## src/rtl/ffo_pkg.sv

```systemverilog
// Shared types and helpers for the find-first-one scan sequencer.
package ffo_pkg;

  typedef enum logic [2:0] {
    StIdle,
    StLaunch,
    StWait,
    StEmit,
    StDone,
    StErr
  } state_e;

  localparam int unsigned DefaultN = 32;

  typedef logic [0:$clog2(DefaultN)-1] pos_t;

  function automatic int unsigned timeout_cycles(input int unsigned n);
    return 2 * n + 4;
  endfunction

endpackage

```

## src/rtl/ffo_scan_sequencer.sv

```systemverilog
// Enumerates every set bit of a vector by repeatedly launching an external FFO engine,
// clearing each found bit and streaming its position out; owns the engine-ready watchdog.
module ffo_scan_sequencer
  import ffo_pkg::*;
#(
  parameter int unsigned N       = 32,
  parameter int unsigned PW      = $clog2(N),
  parameter int unsigned TIMEOUT = timeout_cycles(N)
) (
  input  logic          clk_i,
  input  logic          rst_i,
  input  logic          in_valid_i,
  output logic          in_ready_o,
  input  logic [0:N-1]  in_vec_i,
  output logic          ffo_start_o,
  output logic [0:N-1]  ffo_b_o,
  input  logic [0:PW-1] ffo_p_i,
  input  logic          ffo_ready_i,
  output logic          pos_valid_o,
  input  logic          pos_ready_i,
  output logic [0:PW-1] pos_o,
  output logic          pos_last_o,
  output logic          done_o,
  output logic [PW:0]   count_o,
  output logic          err_o
);

  localparam int unsigned TW = $clog2(TIMEOUT + 1);
  localparam int unsigned CW = PW + 1;

  state_e        state_q, state_d;
  logic [0:N-1]  work_q, work_d;
  logic [0:N-1]  cleared;
  logic [0:PW-1] pos_q, pos_d;
  logic          pos_valid_q, pos_valid_d;
  logic          pos_last_q, pos_last_d;
  logic [CW-1:0] count_q, count_d;
  logic          err_q, err_d;
  logic [TW-1:0] timer_q, timer_d;

  always_comb begin
    state_d     = state_q;
    work_d      = work_q;
    pos_d       = pos_q;
    pos_valid_d = pos_valid_q;
    pos_last_d  = pos_last_q;
    count_d     = count_q;
    err_d       = err_q;
    timer_d     = timer_q;
    cleared          = work_q;
    cleared[ffo_p_i] = 1'b0;

    unique case (state_q)
      StIdle: begin
        timer_d = '0;
        if (in_valid_i) begin
          work_d  = in_vec_i;
          count_d = '0;
          // A zero vector never reaches the engine: its result would be undefined.
          state_d = (in_vec_i == '0) ? StDone : StLaunch;
        end
      end
      StLaunch: begin
        // The launch cycle counts toward the watchdog so err lands TIMEOUT cycles after start.
        timer_d = TW'(1);
        state_d = StWait;
      end
      StWait: begin
        if (ffo_ready_i) begin
          pos_d       = ffo_p_i;
          pos_valid_d = 1'b1;
          work_d      = cleared;
          pos_last_d  = (cleared == '0);
          state_d     = StEmit;
        end else if (timer_q == TW'(TIMEOUT - 1)) begin
          err_d   = 1'b1;
          state_d = StErr;
        end else begin
          timer_d = timer_q + TW'(1);
        end
      end
      StEmit: begin
        if (pos_ready_i) begin
          pos_valid_d = 1'b0;
          count_d     = count_q + CW'(1);
          state_d     = pos_last_q ? StDone : StLaunch;
        end
      end
      StDone: begin
        state_d = StIdle;
      end
      StErr: begin
        pos_valid_d = 1'b0;
      end
      default: begin
        state_d = StIdle;
      end
    endcase
  end

  always_ff @(posedge clk_i) begin
    if (rst_i) begin
      state_q     <= StIdle;
      work_q      <= '0;
      pos_q       <= '0;
      pos_valid_q <= 1'b0;
      pos_last_q  <= 1'b0;
      count_q     <= '0;
      err_q       <= 1'b0;
      timer_q     <= '0;
    end else begin
      state_q     <= state_d;
      work_q      <= work_d;
      pos_q       <= pos_d;
      pos_valid_q <= pos_valid_d;
      pos_last_q  <= pos_last_d;
      count_q     <= count_d;
      err_q       <= err_d;
      timer_q     <= timer_d;
    end
  end

  assign in_ready_o  = (state_q == StIdle);
  assign ffo_start_o = (state_q == StLaunch);
  assign ffo_b_o     = work_q;
  assign pos_valid_o = pos_valid_q;
  assign pos_o       = pos_q;
  assign pos_last_o  = pos_last_q;
  assign done_o      = (state_q == StDone);
  assign count_o     = count_q;
  assign err_o       = err_q;

endmodule

```

## config.mk

```make
export PLATFORM = sky130hd
export DESIGN_NAME = ffo_scan_sequencer
export DESIGN_NICKNAME = d
export VERILOG_FILES = /design/src/rtl/ffo_pkg.sv /design/src/rtl/ffo_scan_sequencer.sv
export SDC_FILE = /design/constraint.sdc
export NUM_CORES = 1
export LEC_CHECK = 0
export BUFFER_PORTS_ARGS = -buffer_cell sky130_fd_sc_hd__buf_2
export CAP_MARGIN = 0
export CORE_AREA = 2 2 101 103
export DETAILED_ROUTE_END_ITERATION = 8
export DIE_AREA = 0 0 103 105
export SYNTH_ARGS = -nofsm -noshare
export SYNTH_HDL_FRONTEND = slang
export SYNTH_SLANG_ARGS = --single-unit
```

## constraint.sdc

```tcl
create_clock -name clk_i -period 2 [get_ports clk_i]
set_input_delay 0.1 -clock clk_i [delete_from_list [all_inputs] [get_ports clk_i]]
set_output_delay 0.1 -clock clk_i [all_outputs]
set_load 0.02 [all_outputs]
```

==> results.py, run 1 <==
metrics = {
    "timing": {
        "slew_viol_final": 0,
        "rsz0062_at_grt": "no",
        "finalHoldViolations": 0,
        "fin_crit_sh_pct": 91.1,
        "maxSlewHeadroom_pct": 60.1,
        "tns_ps": 0,
        "setup_violations": 0,
        "fmax_mhz": 549,
        "tightest_slew_ps": 592,
        "skew_ps": 10.8,
        "fin_hold_ws_ps": 47.0,
        "min_period_ps": 1820,
    },
    "layout": {
        "syn2layout_area_growth_pct": 25.6,
        "fin_nets": 533,
        "layout_common_cells": "buf_2 (90), nor2_1 (57), dfxtp_1 (55)",
        "drive_gt1_share_pct": 25.3,
        "num-fill-cells": 1065,
        "layout_commonest_cell": "buf_2",
        "antennaDiodeCount": 0,
        "post-route-util_pct": 39.6,
        "fin_area_um2": 3820,
    },
    "logic_synthesis": {
        "synth_seq_cells": 56,
        "yosysUniqueCellTypes": 55,
        "synth_edf_count": 0,
        "syn_avg_cell_area_um2": 7.53,
        "ys.flop_type": "dfxtp_1",
        "synthArstFlopShare_pct": 0,
        "synth_nets": 448,
        "synth.yosys.seq_area_share_pct": 36.8,
        "synth_area_um2": 3040,
        "ys.warnings.count": 0,
        "synthesis.instances": 404,
    },
    "clock_tree": {
        "clock_latency_ps": 320,
        "clock_sinks": 56,
        "cts_buffer_depth": 2,
        "holdBufCountCts": 0,
        "cts-root-buf": "clkbuf_8",
        "cts_buffers": 5,
        "tritoncts": "built",
        "cts-resized-gates": 0,
        "cts.htree.levels": 2,
        "post_cts_buffers": 0,
        "cts.reportedPaths.clkPinSlew_ps": 100,
    },
    "floorplanning": {
        "die_area_um2": 10800,
        "die_w_um": 103,
        "ios": 91,
        "die_h_um": 105,
        "start_util_pct": 31.6,
        "num_rows": 36,
        "core_area_um2": 9640,
    },
    "pwr": {
        "power.leakage_nw": 1.58,
        "peakVddDrop_mv": 0.569,
        "power.total_w": 0.00442,
        "p_per_area_nw_per_um2": 1160,
    },
    "critical_path": {
        "crit_path_max_incr_delay_ps": 530,
        "path_class": "reg -> reg",
        "worst_path_max_delay_cell": "nor4b_4",
        "start_kind": "flip-flop",
        "r2r_cells": 6,
        "critPathRequiredTime_ps": 2240,
        "worstSetupEndpointType": "flip-flop",
        "cp_max_fo": 12,
        "worst_ep_arrival_time_ps": 2060,
        "worstPathCellList": "nor4b_4 -> a21oi_1 -> nor2_1 -> nand3_1 -> xor2_1 -> nor3_1",
    },
    "grt": {
        "antenna_found_initial": 0,
        "track_usage_pct": 18.9,
        "grt_pass1_vias": 3181,
        "grt_first_pass_wirelength_um": 16300,
        "gr-total-overflow": 0,
        "grt_max_degree": 34,
    },
    "routing": {
        "wl_per_cell_um": 16.6,
        "vias": 3382,
        "postRouteAntennaNets": 0,
        "vias_per_cell": 5.43,
        "drtIter0Drc": 202,
        "drt-total-wl_um": 10400,
        "drc": 0,
        "first_pass_iters": 5,
    },
    "place": {
        "io_buffers": 90,
        "gp_congestion": 0.887,
        "dp_hpwl_um": 7830,
        "dpl-instance-area_um2": 3660,
    },
    "hold_path": {
        "worstHoldPathType": "in -> reg",
        "hold-path-cell-count": 3,
    },
    "run_status": {
        "outcome": "finished clean",
    },
    "job": {
        "cap_violations": 0,
    },
}
==> layout make-up <==
| class | instances | area (µm²) | share of cell area (%) |
|---|---|---|---|
| multi-input combinational | 315 | 1780 | 46.6 |
| sequential | 56 | 1120 | 29.4 |
| timing repair buffer | 104 | 568 | 14.9 |
| tap | 133 | 166 | 4.35 |
| clock inverter | 3 | 90.1 | 2.36 |
| clock buffer | 5 | 68.8 | 1.80 |
| inverter | 7 | 26.3 | 0.688 |
==> cell usage after synthesis, types with 2 or more instances <==
| library cell | instances | area [µm²] |
|---|---|---|
| nor2_1 | 57 | 214 |
| dfxtp_1 | 56 | 1120 |
| nand2_1 | 51 | 191 |
| o21ai_0 | 35 | 175 |
| a21oi_1 | 20 | 100 |
| nor3_1 | 20 | 100 |
| a22oi_1 | 17 | 128 |
| nor4_1 | 15 | 93.8 |
| clkbuf_1 | 12 | 45.0 |
| nand3_1 | 12 | 60.1 |
| buf_2 | 11 | 55.1 |
| o211ai_1 | 8 | 60.1 |
| o21ai_1 | 7 | 35.0 |
| a211oi_1 | 6 | 45.0 |
| inv_1 | 6 | 22.5 |
| nand2b_1 | 6 | 37.5 |
| xor2_1 | 5 | 43.8 |
| nand4_1 | 4 | 25.0 |
| o31ai_1 | 4 | 30.0 |
| or2_1 | 4 | 25.0 |
| a21o_1 | 3 | 22.5 |
| or3_1 | 3 | 18.8 |
| xnor2_1 | 3 | 26.3 |
| buf_6 | 2 | 22.5 |
| ha_1 | 2 | 25.0 |
| nor2b_1 | 2 | 12.5 |
| o2111ai_1 | 2 | 17.5 |
| o211a_1 | 2 | 20.0 |
| o21a_1 | 2 | 15.0 |
| o32ai_1 | 2 | 17.5 |
==> where the power goes <==
group	internal, W	switching (W)	total, W
Clock	0.000626	0.000390	0.00102
Combinational	0.000686	0.00117	0.00186
Sequential	0.00131	0.000227	0.00154
==> per-stage QoR <==
stage | setup WS (ps) | cells
detailed placement | 116 | 615
global route | 18.5 | 623
finish | 179 | 623
CTS | 92.6 | 623
global placement | 149 | 615
floorplan | 30.4 | 404
==> per-layer routing <==
metal / GRT usage [%] / up-vias / routed length, µm
met3: 3.55 / 11 / 766
met1: 26.1 / 1593 / 4570
li1: - / 1630 / -
met5: 0 / - / 0
met2: 30.5 / 148 / 4930
met4: 3.67 / 0 / 90
==> cells by family after synthesis <==
kind of cell,synth area share [%]
compound gates,25.0
xor+xnor,2.30
fa+ha+maj,0.822
buf+inv,5.14
flops,36.8
mux,0.329
simple gates,29.6
==> worst paths after layout <==
check | startpoint | end | slack, ps
max | state_q[2] | count_o[5] | 180
min | in_vec_i[31] | ffo_b_o[31] | 50
max reg2reg | state_q[2] | count_o[5] | 180
min reg2reg | pos_o[3] | pos_o[3] | 460
==> critical path, delay by kind of cell, from the launching register on <==
family / cells / cell delay, ps
compound gates: 1 / 140
xor+xnor: 1 / 150
simple gates: 4 / 970
flops: 1 / 490
==> sequential cells by signal, summed over array words and instances, names as in the netlist <==
register / cells
count_o: 6
pos_last_o: 1
err_o: 1
ffo_b_o: 32
pos_valid_o: 1
state_q: 3
timer_q: 7
pos_o: 5
Note: power is estimated with default switching activity, not from simulation.
==> inputs of run 2 (changes only) <==
Settings changed: GPL_TIMING_DRIVEN set to 0.
==> run 2 against run 1 <==
Effect of this change:
- sequential power about the same
- die area stayed put
- worst hold slack lost 2.3 ps
- via count up 3.9%
- critical path depth did not move
- non-clock buffer count grew 11
- first-iteration DRC count rose by 18%
- clock power down 37%
- largest cell class unchanged
==> results.py, run 2 (same netlist as run 1, synthesis figures left out) <==
metrics = {
    "grt": {
        "antenna_found_initial": 0,
        "grt_first_pass_wirelength_um": 17100,
        "track_usage_pct": 19.9,
        "gr-total-overflow": 0,
        "grt_pass1_vias": 3415,
        "grt_max_degree": 18,
    },
    "run_status": {
        "outcome": "finished clean",
    },
    "floorplanning": {
        "start_util_pct": 31.6,
        "die_w_um": 103,
        "core_area_um2": 9640,
        "die_area_um2": 10800,
        "num_rows": 36,
        "ios": 91,
        "die_h_um": 105,
    },
    "clock_tree": {
        "clock_sinks": 56,
        "tritoncts": "built",
        "cts_buffer_depth": 2,
        "clock_latency_ps": 320,
        "cts-root-buf": "clkbuf_8",
        "cts_buffers": 5,
        "cts.reportedPaths.clkPinSlew_ps": 100,
        "cts.htree.levels": 2,
        "holdBufCountCts": 0,
    },
    "pwr": {
        "p_int_w": 0.00221,
        "power_switching_w": 0.00181,
        "power.total_w": 0.00403,
        "power_frac_clock_pct": 15.9,
        "power.leakage_nw": 1.55,
        "comb_power_share_pct": 46.7,
        "p_per_area_nw_per_um2": 1070,
        "peakVddDrop_mv": 0.475,
        "p_seq_share_pct": 37.5,
        "sw_frac_of_total_pct": 45.0,
    },
    "layout": {
        "post-route-util_pct": 39.1,
        "syn2layout_area_growth_pct": 23.9,
        "drive_gt1_share_pct": 25.0,
        "fin_nets": 544,
        "largest_reg_flops": 32,
        "antennaDiodeCount": 0,
        "layout_common_cells": "buf_2 (98), nor2_1 (57), dfxtp_1 (56)",
        "layout_commonest_cell": "buf_2",
    },
    "routing": {
        "postRouteAntennaNets": 0,
        "drtIter0Drc": 239,
        "drc": 0,
        "drt-total-wl_um": 10700,
        "vias_per_cell": 5.54,
        "vias": 3513,
        "wl_per_cell_um": 16.9,
        "first_pass_iters": 5,
    },
    "critical_path": {
        "timing.rr.start": "state_q[0]",
        "cp_max_fo": 9,
        "worst_ep_arrival_time_ps": 2130,
        "start_kind": "flip-flop",
        "path_class": "reg -> reg",
        "r2r_cells": 6,
        "r2r_setup_slack_ps": 110,
        "critPathRequiredTime_ps": 2250,
        "worstSetupEndpointType": "flip-flop",
        "reg2reg_to": "ffo_b_o[21]",
        "timing.critical_path.from": "state_q[0]",
    },
    "timing": {
        "fmax_mhz": 530,
        "setup_violations": 0,
        "finalHoldViolations": 0,
        "skew_ps": 6.50,
        "fin_crit_sh_pct": 94.4,
        "maxSlewHeadroom_pct": 52.0,
        "slew_viol_final": 0,
        "tightest_slew_ps": 714,
        "min_period_ps": 1890,
    },
    "place": {
        "dp_hpwl_um": 8190,
        "gp_congestion": 0.922,
        "io_buffers": 88,
    },
    "hold_path": {
        "hold-path-cell-count": 3,
        "hold_end": "ffo_b_o[13]",
        "worstHoldPathType": "in -> reg",
        "holdCritStartpoint": "in_vec_i[13]",
    },
    "job": {
        "cap_violations": 0,
    },
}
[run 2: cell count changes in the layout (fill, tap and decap cells not counted), moves of 2 or more]
cell,change
bufinv_16,-3
clkinv_2,+2
buf_2,+8
buf_6,+2
buf_4,-11
clkbuf_1,+11
[run 2: area by class of cell]
cell class / instances / area, µm²
Buffer: 26 / 134
Clock buffer: 5 / 68.8
Clock inverter: 3 / 18.8
Fill cell: 1074 / 5870
Inverter: 7 / 26.3
Multi-Input combinational cell: 315 / 1790
Sequential cell: 56 / 1120
Tap cell: 133 / 166
Timing Repair Buffer: 89 / 448
[run 2: worst max path at each step]
stage | end | depth (start not counted) | slack [ps]
3_3_place_gp | ffo_b_o[30] | 7 | 4
4_1_cts | ffo_b_o[7] | 5 | 10
3_5_place_dp | ffo_b_o[29] | 7 | 5
2_1_floorplan | ffo_b_o[18] | 8 | 30
6_report | ffo_b_o[21] | 6 | 110
5_1_grt | ffo_b_o[18] | 8 | -6
[run 2: power groups by stage]
stage / Combinational, W / Clock (W) / Sequential (W)
3_3_place_gp: 0.00181 / 0 / 0.00151
4_1_cts: 0.00184 / 0.000656 / 0.00149
5_1_grt: 0.00208 / 0.000691 / 0.00153
6_report: 0.00188 / 0.000639 / 0.00151
2_1_floorplan: 0.00106 / 0 / 0.00168
3_5_place_dp: 0.00182 / 0 / 0.00152
[run 2: routing by layer]
layer	part of all wire (%)	GRT usage, %	vias up
met5	0	0	-
met4	1.4	6.58	0
met3	8.4	3.41	15
met2	48	31.5	165
met1	43	27.2	1674
li1	-	-	1659
[run 2: worst max-delay path, stage by stage, from the launching register on]
cell and delay (ps):
dfxtp_1 510, nor3b_4 90, and2_1 160, buf_2 160, nor2_1 570, o21ai_1 160, a21oi_1 170
[run 2: timing repair]
action                                  CTS  global route
buffers inserted                          1             0
gates resized for setup                   0             7
cloned                                    0             0
endpoints found under the setup margin   11            32
[run 2: stage by stage]
step	hold slack (ps)	setup WS, ps	instance area (µm²)	TNS, ps	std cells
after global placement	370	3.54	3650	0	625
after CTS	45.4	14.8	3740	0	634
after global routing	56.7	-5.85	3770	-5.85	634
final	44.7	112	3770	0	634
after floorplan	236	30.4	3040	0	404
after detailed placement	376	4.62	3650	0	625
